File: src/rtl/disk2_softswitch.sv
// Disk II I/O-page bus slave: soft switches, motor-off delay, read latch/status
// return and write-byte capture, all timed from phi_2 edges seen on fpga_clk.
module disk2_softswitch #(
  parameter int MOTOR_OFF_CYCLES = 1023000,
  parameter int CNT_W            = 20
) (
  input  logic       fpga_clk,
  input  logic       reset,
  input  logic       phi_0,
  input  logic       phi_2,
  input  logic       dev_sel_n,
  input  logic [3:0] addr,
  input  logic       rw,
  input  logic [7:0] data_in,
  output logic [7:0] data_out,
  output logic       data_oe,
  input  logic [7:0] rd_byte,
  input  logic       rd_byte_vld,
  input  logic       write_prot,
  output logic [3:0] phase,
  output logic       motor_on,
  output logic       drive_sel,
  output logic       q6,
  output logic       q7,
  output logic [7:0] wr_byte,
  output logic       wr_load
);

  localparam logic [CNT_W-1:0] OFF_LOAD = CNT_W'(MOTOR_OFF_CYCLES);
  localparam logic [CNT_W-1:0] CNT_ONE  = CNT_W'(1);

  logic             phi2_q;
  logic             rise;
  logic             fall;
  logic             access;
  logic [2:0]       sw;
  logic             sw_val;
  logic             q6_nxt;
  logic             q7_nxt;
  logic             rd_qual;
  logic             wr_qual;
  logic             latch_clr;
  logic [7:0]       latch;
  logic [7:0]       rd_mux;
  logic [CNT_W-1:0] motor_cnt;

  // Bus edges are taken from phi_2 alone; phi_0 carries no extra information here.
  logic unused_phi0;
  assign unused_phi0 = phi_0;

  assign rise    = phi_2 & ~phi2_q;
  assign fall    = ~phi_2 & phi2_q;
  assign access  = fall & ~dev_sel_n;
  assign sw      = addr[3:1];
  assign sw_val  = addr[0];
  assign rd_qual = ~dev_sel_n & rw & ~sw_val;

  assign q6_nxt = (access && sw == 3'd6) ? sw_val : q6;
  assign q7_nxt = (access && sw == 3'd7) ? sw_val : q7;

  // A write needs write mode and Q6 as they stand after this access's own switch update.
  assign wr_qual   = access & ~rw & sw_val & q7_nxt & q6_nxt;
  assign latch_clr = access & rw & ~sw_val & ~q7 & ~q6 & latch[7];

  always_comb begin
    rd_mux = latch;
    if ({q7, q6} == 2'b01) rd_mux = {write_prot, 7'b0};
  end

  always_ff @(posedge fpga_clk or negedge reset) begin
    if (!reset) phi2_q <= 1'b0;
    else        phi2_q <= phi_2;
  end

  always_ff @(posedge fpga_clk or negedge reset) begin
    if (!reset) begin
      phase     <= 4'b0;
      drive_sel <= 1'b0;
      q6        <= 1'b0;
      q7        <= 1'b0;
    end else begin
      if (access && !addr[3]) phase[addr[2:1]] <= sw_val;
      if (access && sw == 3'd5) drive_sel <= sw_val;
      q6 <= q6_nxt;
      q7 <= q7_nxt;
    end
  end

  // Access outranks the off-delay countdown; an off-access while counting does not reload.
  always_ff @(posedge fpga_clk or negedge reset) begin
    if (!reset) begin
      motor_on  <= 1'b0;
      motor_cnt <= '0;
    end else if (access && sw == 3'd4 && sw_val) begin
      motor_on  <= 1'b1;
      motor_cnt <= '0;
    end else if (access && sw == 3'd4 && motor_on && motor_cnt == '0) begin
      motor_cnt <= OFF_LOAD;
    end else if (fall && motor_cnt != '0) begin
      motor_cnt <= motor_cnt - CNT_ONE;
      if (motor_cnt == CNT_ONE) motor_on <= 1'b0;
    end
  end

  always_ff @(posedge fpga_clk or negedge reset) begin
    if (!reset)           latch <= 8'h00;
    else if (rd_byte_vld) latch <= rd_byte;
    else if (latch_clr)   latch <= 8'h00;
  end

  always_ff @(posedge fpga_clk or negedge reset) begin
    if (!reset) begin
      data_oe  <= 1'b0;
      data_out <= 8'h00;
    end else if (fall) begin
      data_oe <= 1'b0;
    end else if (rise && rd_qual) begin
      data_oe  <= 1'b1;
      data_out <= rd_mux;
    end
  end

  always_ff @(posedge fpga_clk or negedge reset) begin
    if (!reset) begin
      wr_byte <= 8'h00;
      wr_load <= 1'b0;
    end else begin
      wr_load <= wr_qual;
      if (wr_qual) wr_byte <= data_in;
    end
  end

endmodule

File: config.mk
export PLATFORM = sky130hd
export DESIGN_NAME = disk2_softswitch
export DESIGN_NICKNAME = d
export VERILOG_FILES = /design/src/rtl/disk2_softswitch.sv
export SDC_FILE = /design/constraint.sdc
export NUM_CORES = 1
export LEC_CHECK = 0
export BUFFER_PORTS_ARGS = -buffer_cell sky130_fd_sc_hd__buf_2
export CORE_AREA = 2 2 73 75
export DETAILED_ROUTE_END_ITERATION = 10
export DIE_AREA = 0 0 75 77
export PLACE_DENSITY_LB_ADDON = 0.15
export SLEW_MARGIN = 20
export SYNTH_ARGS = -nofsm -noshare
export SYNTH_HDL_FRONTEND = slang
export SYNTH_SLANG_ARGS = --single-unit
File: constraint.sdc
create_clock -name fpga_clk -period 2.69 [get_ports fpga_clk]
set_input_delay 0.1345 -clock fpga_clk [delete_from_list [all_inputs] [get_ports fpga_clk]]
set_output_delay 0.1345 -clock fpga_clk [all_outputs]
set_load 0.005 [all_outputs]
==> impl_metrics.yaml, run 1 <==
logic_synthesis:
  synthesis.instances: 251
  synth_nets: 281
  syn_avg_cell_area_sq_um: 10.46
  synth_edf_count: 0
  synth_flop_cell: "dfrtp_1"
  synth_area_sq_um: 2626
  synthDistinctLibCells: 46
  yosys_register_bits: 55
  yosysWarnings: 0
  yosysSeqAreaShare_pct: 52.41
  async_flop_share_pct: 100.0
worst_setup_path:
  reg2reg_setup_slack_ns: 0.16
  cp_data_required_time_ns: 2.89
  cp_data_arrival_time_ns: 2.73
  worst-path-max-fanout: 5
  cpPeakStageDelay_ns: 0.51
  cp-end-kind: "flop"
  slowest_stage: "or3b_2"
  crit_chain: "inv_1, ha_1, or3b_2, nor4_1, buf_4, a311oi_1, and3_1, a211o_1"
  worstSetupPathType: "reg -> reg"
  crit_path_start_kind: "flop"
floorplanning:
  ios: 54
  core.rowCount: 26
  core_area_sq_um: 4977
  initial_utilization_pct: 52.77
  fp.dieH_microns: 77
  die_w_microns: 75
  dieArea_sq_um: 5775
detailed_routing:
  vias: 2141
  drc: 0
  wl_mm: 5.580
  drt_iter0_markers: 92
  routedWlPerCell_microns: 14.57
  vias_per_cell: 5.590
  ant_nets: 0
  dr.pass1.iters: 4
grt:
  grt.total_usage_pct: 20.08
  grt_max_degree: 40
  first_global_vias: 1958
  grt-ovfl-total: 0
  grt_pass1_wl_mm: 9.114
  grt_antenna_before_repair: 0
pwr:
  power.density_nw_per_um2: 849.4
  leakagePower_nw: 1.574
  ir_drop_mv: 0.5158
clock_network:
  cts_buffers: 5
  insertion_delay_ns: 0.31
  path_clk_slew_ns: 0.10
  cts_tree: "yes"
  cts.sinks: 55
  cts-root-buf: "clkbuf_8"
  htree_levels: 2
  clockBufferDepth: 2
flow_run:
  max_cap_violations: 0
sta:
  hold_viol: 0
  finalSetupViolations: 0
  min_period_ns: 2.533
  min_period_over_period_pct: 94.17
  slew_viol_final: 0
  max_freq_mhz: 394.8
  slew_headroom_pct: 52.74
  tightest_slew_ns: 0.7056
  finalClockSkew_ns: 0.006303
  tns_ns: 0
  rsz0062_at_grt: "false"
finish:
  antenna_cells: 0
  seqCellArea_sq_um: 1376
  multiInputGateArea_sq_um: 1199
  drive_gt1_share_pct: 29.07
  layout.nets: 342
  finalInstanceArea_sq_um: 3152
  fill_cells: 428
  area_delta_synth_final_pct: 20.01
worst_hold_path:
  min_path_type: "in -> reg"
outcome:
  status: "finished clean"
placement:
  numPortBuffers: 52
  place_congestion: 0.8698
  dp_hpwl_mm: 3.933
  post_dp_cell_area_sq_um: 3018
## per-layer routing
layer | global-route usage, % | share of wire (%) | vias up
met5 | 0 | 0 | -
met4 | 5.000 | 0.59 | 0
met3 | 4.336 | 4.2 | 4
met2 | 29.30 | 47 | 51
met1 | 30.36 | 48 | 1034
li1 | - | - | 1052
## Yosys cell counts (2+ instances only)
master,count,share of area (%)
a2111oi_0,3,1.0
a211o_1,4,1.3
a211oi_1,4,1.1
a21o_1,5,1.4
a21oi_1,5,0.95
a22o_1,8,2.7
a31oi_1,3,0.71
and3_1,4,0.95
buf_1,2,0.29
clkbuf_1,9,1.3
dfrtp_1,55,52
ha_1,2,0.95
inv_1,2,0.29
mux2_2,15,6.4
mux2i_1,2,0.76
nand2_1,33,4.7
nand2b_1,2,0.48
nand3_1,7,1.3
nor2_1,19,2.7
nor3_1,7,1.3
nor3b_1,3,0.86
nor4_1,6,1.4
nor4b_1,2,0.67
nor4bb_1,2,0.76
o21ai_0,10,1.9
o22ai_1,2,0.48
or3_1,5,1.2
or4_1,5,1.4
xnor2_1,8,2.7
## through the flow
stage	total power (W)	setup WS (ns)	std cells	utilization (%)	hold slack, ns
floorplan	0.001799	0.2197	251	-	-0.1611
global route	0.002857	0.01069	383	63.32	0.03850
global placement	0.002105	0.2161	373	60.63	0.08189
CTS	0.002682	0.1558	383	63.27	0.04223
finish	0.002677	0.1569	383	63.32	0.04621
detailed placement	0.002123	0.1863	373	60.63	0.08121
## area by class of cell
cell class                 instances  area share, %
clock buffer                       6          2.303
clock inverter                     2          1.231
inverter                           2         0.2382
multi-input combinational        182          38.03
sequential                        55          43.67
tap                               70          2.779
timing repair buffer              66          11.75
## power by group
group	internal (W)	leakage, nW	switching (W)
Combinational	0.000431	0.803	0.000473
Sequential	0.00102	0.715	0.000196
Clock	0.000282	0.0558	0.000272
## path summary, 6_finish.rpt
kind | startpoint | to | cells past startpoint
setup / recovery | motor_cnt[1] | motor_cnt[12] | 8
hold / removal | data_in[3] | wr_byte[3] | 2
setup reg to reg | motor_cnt[1] | motor_cnt[12] | 8
hold reg to reg | data_out[2] | data_out[2] | 2
max in group asynchronous | reset | phi2_q | 3
min in group asynchronous | reset | motor_cnt[8] | 2
## registers in the layout (all words and copies together) (netlist names)
signal	count
drive_sel	1
motor_cnt	20
wr_load	1
data_oe	1
latch	8
q6	1
phase	4
data_out	8
motor_on	1
phi2_q	1
q7	1
wr_byte	8
## worst max-delay path, delay by kind of cell (launching register included)
family,cells,cell delay [ns]
AO/OA/AOI/OAI,2,0.45
adder cells (fa/ha/maj),1,0.19
buffers and inverters,2,0.28
flip-flops,1,0.42
AND/OR/NAND/NOR,3,1.08
## repair_timing
| action | 4_1_cts | 5_1_grt |
|---|---|---|
| hold buffers | 2 | 0 |
| gates resized for setup | 0 | 1 |
| endpoints found under the hold margin | 17 | 0 |
| buffers inserted | 0 | 0 |
| setup endpoints to repair | 0 | 1 |
## cells by family (layout without fill, tap and decap cells)
family	after synthesis	count (layout)	synth area share, %
fa+ha+maj	2	2	0.9527
buf+inv	14	76	2.049
compound gates	53	53	14.53
mux	18	18	7.765
flops	55	55	52.41
xor+xnor	8	8	2.668
simple gates	101	101	19.63
## layout by cell type, fill, tap and decap left out, types with 2 or more instances in the layout
master and instances:
dfrtp_1 55, buf_2 52, nand2_1 33, nor2_1 18, mux2_2 15, buf_4 12, o21ai_0 10, xnor2_1 8
a22o_1 8, nand3_1 7, nor3_1 7, nor4_1 6, or4_1 5, or3_1 5, a21oi_1 5, a21o_1 5
clkbuf_8 5, and3_1 4, a211o_1 4, a211oi_1 4, nor3b_1 3, a31oi_1 3, a2111oi_0 3, inv_1 2
nor4bb_1 2, mux2i_1 2, nand2b_1 2, o22ai_1 2, nor4b_1 2, ha_1 2, dlygate4sd3_1 2
(Power assumes the default switching activity.)
==> run 2: changes to the inputs <==
--- a/config.mk
+++ b/config.mk
@@ -5,10 +5,11 @@
 export SDC_FILE = /design/constraint.sdc
 export NUM_CORES = 1
 export LEC_CHECK = 0
+export ABC_AREA = 1
 export BUFFER_PORTS_ARGS = -buffer_cell sky130_fd_sc_hd__buf_2
-export CORE_AREA = 2 2 73 75
+export CORE_AREA = 2 2 75 77
 export DETAILED_ROUTE_END_ITERATION = 10
-export DIE_AREA = 0 0 75 77
+export DIE_AREA = 0 0 77 79
 export PLACE_DENSITY_LB_ADDON = 0.15
 export SLEW_MARGIN = 20
 export SYNTH_ARGS = -nofsm -noshare
==> impl_metrics.yaml, run 2 <==
worst_setup_path:
  crit_end: "motor_cnt[12]"
  cp-startpoint: "motor_cnt[0]"
  worstSetupPathType: "reg -> reg"
  crit_path_start_kind: "flop"
  cp_data_required_time_ns: 2.95
  cp-end-kind: "flop"
  cp_data_arrival_time_ns: 2.18
  r2r_start: "motor_cnt[0]"
  r2r_end: "motor_cnt[12]"
  worst-path-max-fanout: 10
  reg2reg_setup_slack_ns: 0.77
  ff2ff_path_depth: 10
clock_network:
  path_clk_slew_ns: 0.10
  cts-root-buf: "clkbuf_8"
  clockBufferDepth: 2
  cts_tree: "yes"
  post_cts_buffers: 0
  htree_levels: 2
  insertion_delay_ns: 0.31
  cts.sinks: 55
  cts_buffers: 5
  ctsResizeCount: 0
finish:
  antenna_cells: 0
  drive_gt1_share_pct: 19.47
  top_register: "motor_cnt"
  fin_cells: 488
  area_delta_synth_final_pct: 16.95
  largest_reg_flops: 20
  final_common_cell: "nand2_1"
  layout.nets: 445
  layout_common_cells: "nand2_1, dfrtp_1, buf_2, inv_1, nor2_1"
detailed_routing:
  routedWlPerCell_microns: 11.79
  vias: 2389
  drc: 0
  wl_mm: 5.755
  ant_nets: 0
  wl_met3_microns: 254
  drt_iter0_markers: 122
  top_layer: "met4"
  vias_per_cell: 4.895
  dr.pass1.iters: 4
  route.met2.wl_mm: 2.808
  wl_met1_mm: 2.650
logic_synthesis:
  synth_nets: 386
  synthesis.instances: 356
  synth_top_area_cell: "dfrtp_1"
  yosysWarnings: 0
  async_flop_share_pct: 100.0
  syn_avg_cell_area_sq_um: 7.901
  synth_most_common_cell: "nand2_1"
  yosys_register_bits: 55
  synthTopCellsByArea: "dfrtp_1, nand2_1, inv_1"
  synth_area_sq_um: 2813
  synthDistinctLibCells: 30
  yosys-top-cells-count: "nand2_1, dfrtp_1, inv_1"
  yosysSeqAreaShare_pct: 48.93
  synth_flop_cell: "dfrtp_1"
  synth_top_area_share_pct: 48.93
  synth_edf_count: 0
sta:
  rsz0062_at_grt: "false"
  max_freq_mhz: 520.9
  tightest_slew_ns: 0.5626
  finalSetupViolations: 0
  slew_viol_final: 0
  hold_viol: 0
  tns_ns: 0
  slew_headroom_pct: 62.50
  min_period_over_period_pct: 71.37
  finalClockSkew_ns: 0.007260
  whs_ns: 0.01257
  min_period_ns: 1.920
floorplanning:
  fp.dieH_microns: 79
  core_area_sq_um: 5338
  ios: 54
  core.rowCount: 27
  initial_utilization_pct: 52.70
  die_w_microns: 77
  dieArea_sq_um: 6083
outcome:
  status: "finished clean"
grt:
  grt_antenna_before_repair: 0
  grt.total_usage_pct: 19.86
  first_global_vias: 2222
  grt_pass1_wl_mm: 9.687
  grt-ovfl-total: 0
  grt_max_degree: 46
worst_hold_path:
  min_path_type: "in -> reg"
placement:
  place_congestion: 0.8422
  place_inst: 478
  numPortBuffers: 52
  dp_hpwl_mm: 4.224
pwr:
  ir_drop_mv: 0.3525
  power.density_nw_per_um2: 856.7
  leakagePower_nw: 1.843
flow_run:
  max_cap_violations: 0
-- run 2: report_power, final --
part	internal, W	total, W	switching, W
registers	0.00104	0.00122	0.000183
clock network	0.000307	0.000584	0.000278
logic	0.000395	0.00101	0.000620
-- run 2: metrics by stage --
stage	power (W)	cell area (sq um)	worst slack [ns]	utilization (%)
6_report	0.002818	3289	0.7703	61.63
3_3_place_gp	0.002216	3148	0.8144	58.98
5_1_grt	0.003046	3289	0.6215	61.63
2_1_floorplan	0.001972	2813	0.9879	-
4_1_cts	0.002844	3289	0.7573	61.63
3_5_place_dp	0.002256	3148	0.7702	58.98
-- run 2: cell families (layout without fill, tap and decap cells) --
family	after synthesis	in the layout	share of synthesized area [%]
fa+ha+maj	2	2	0.8895
compound gates	39	39	7.829
flops	55	55	48.93
xor+xnor	8	8	2.491
buf+inv	44	104	6.361
simple gates	208	208	33.50
-- run 2: worst max-delay path, stage by stage (launching register included) --
cell	delay (ns)
dfrtp_1	0.40
inv_1	0.13
ha_1	0.22
nand2_2	0.13
nor2_8	0.19
nand2_4	0.08
nor2_4	0.10
nand2_4	0.13
a21oi_4	0.31
nand2_1	0.11
nand2_1	0.07
-- run 2: repair_timing --
| action | 4_1_cts | 5_1_grt |
|---|---|---|
| hold buffers | 2 | 0 |
| setup endpoints to repair | 0 | 0 |
| endpoints found under the hold margin | 11 | 0 |
-- run 2: layout make-up --
type / instances / area (sq um)
Fill cell: 513 / 2048
Sequential cell: 55 / 1376
Multi-Input combinational cell: 257 / 1257
Timing Repair Buffer: 55 / 287.8
Inverter: 41 / 156.4
Tap cell: 72 / 90.09
Clock buffer: 6 / 82.58
Clock inverter: 2 / 38.79
-- run 2: worst min-delay path by stage --
stage	start	cells after the start	to
after global routing	data_in[6]	3	wr_byte[6]
after detailed placement	reset	1	motor_cnt[11]
after floorplan	reset	0	data_oe
after global placement	reset	1	motor_cnt[11]
after CTS	data_in[3]	3	wr_byte[3]
final	data_in[3]	3	wr_byte[3]
-- run 2: routing by layer --
metal,up-vias,track usage (%)
met5,-,0
met4,0,5.000
met3,4,4.205
met2,52,35.26
met1,1098,24.91
li1,1235,-
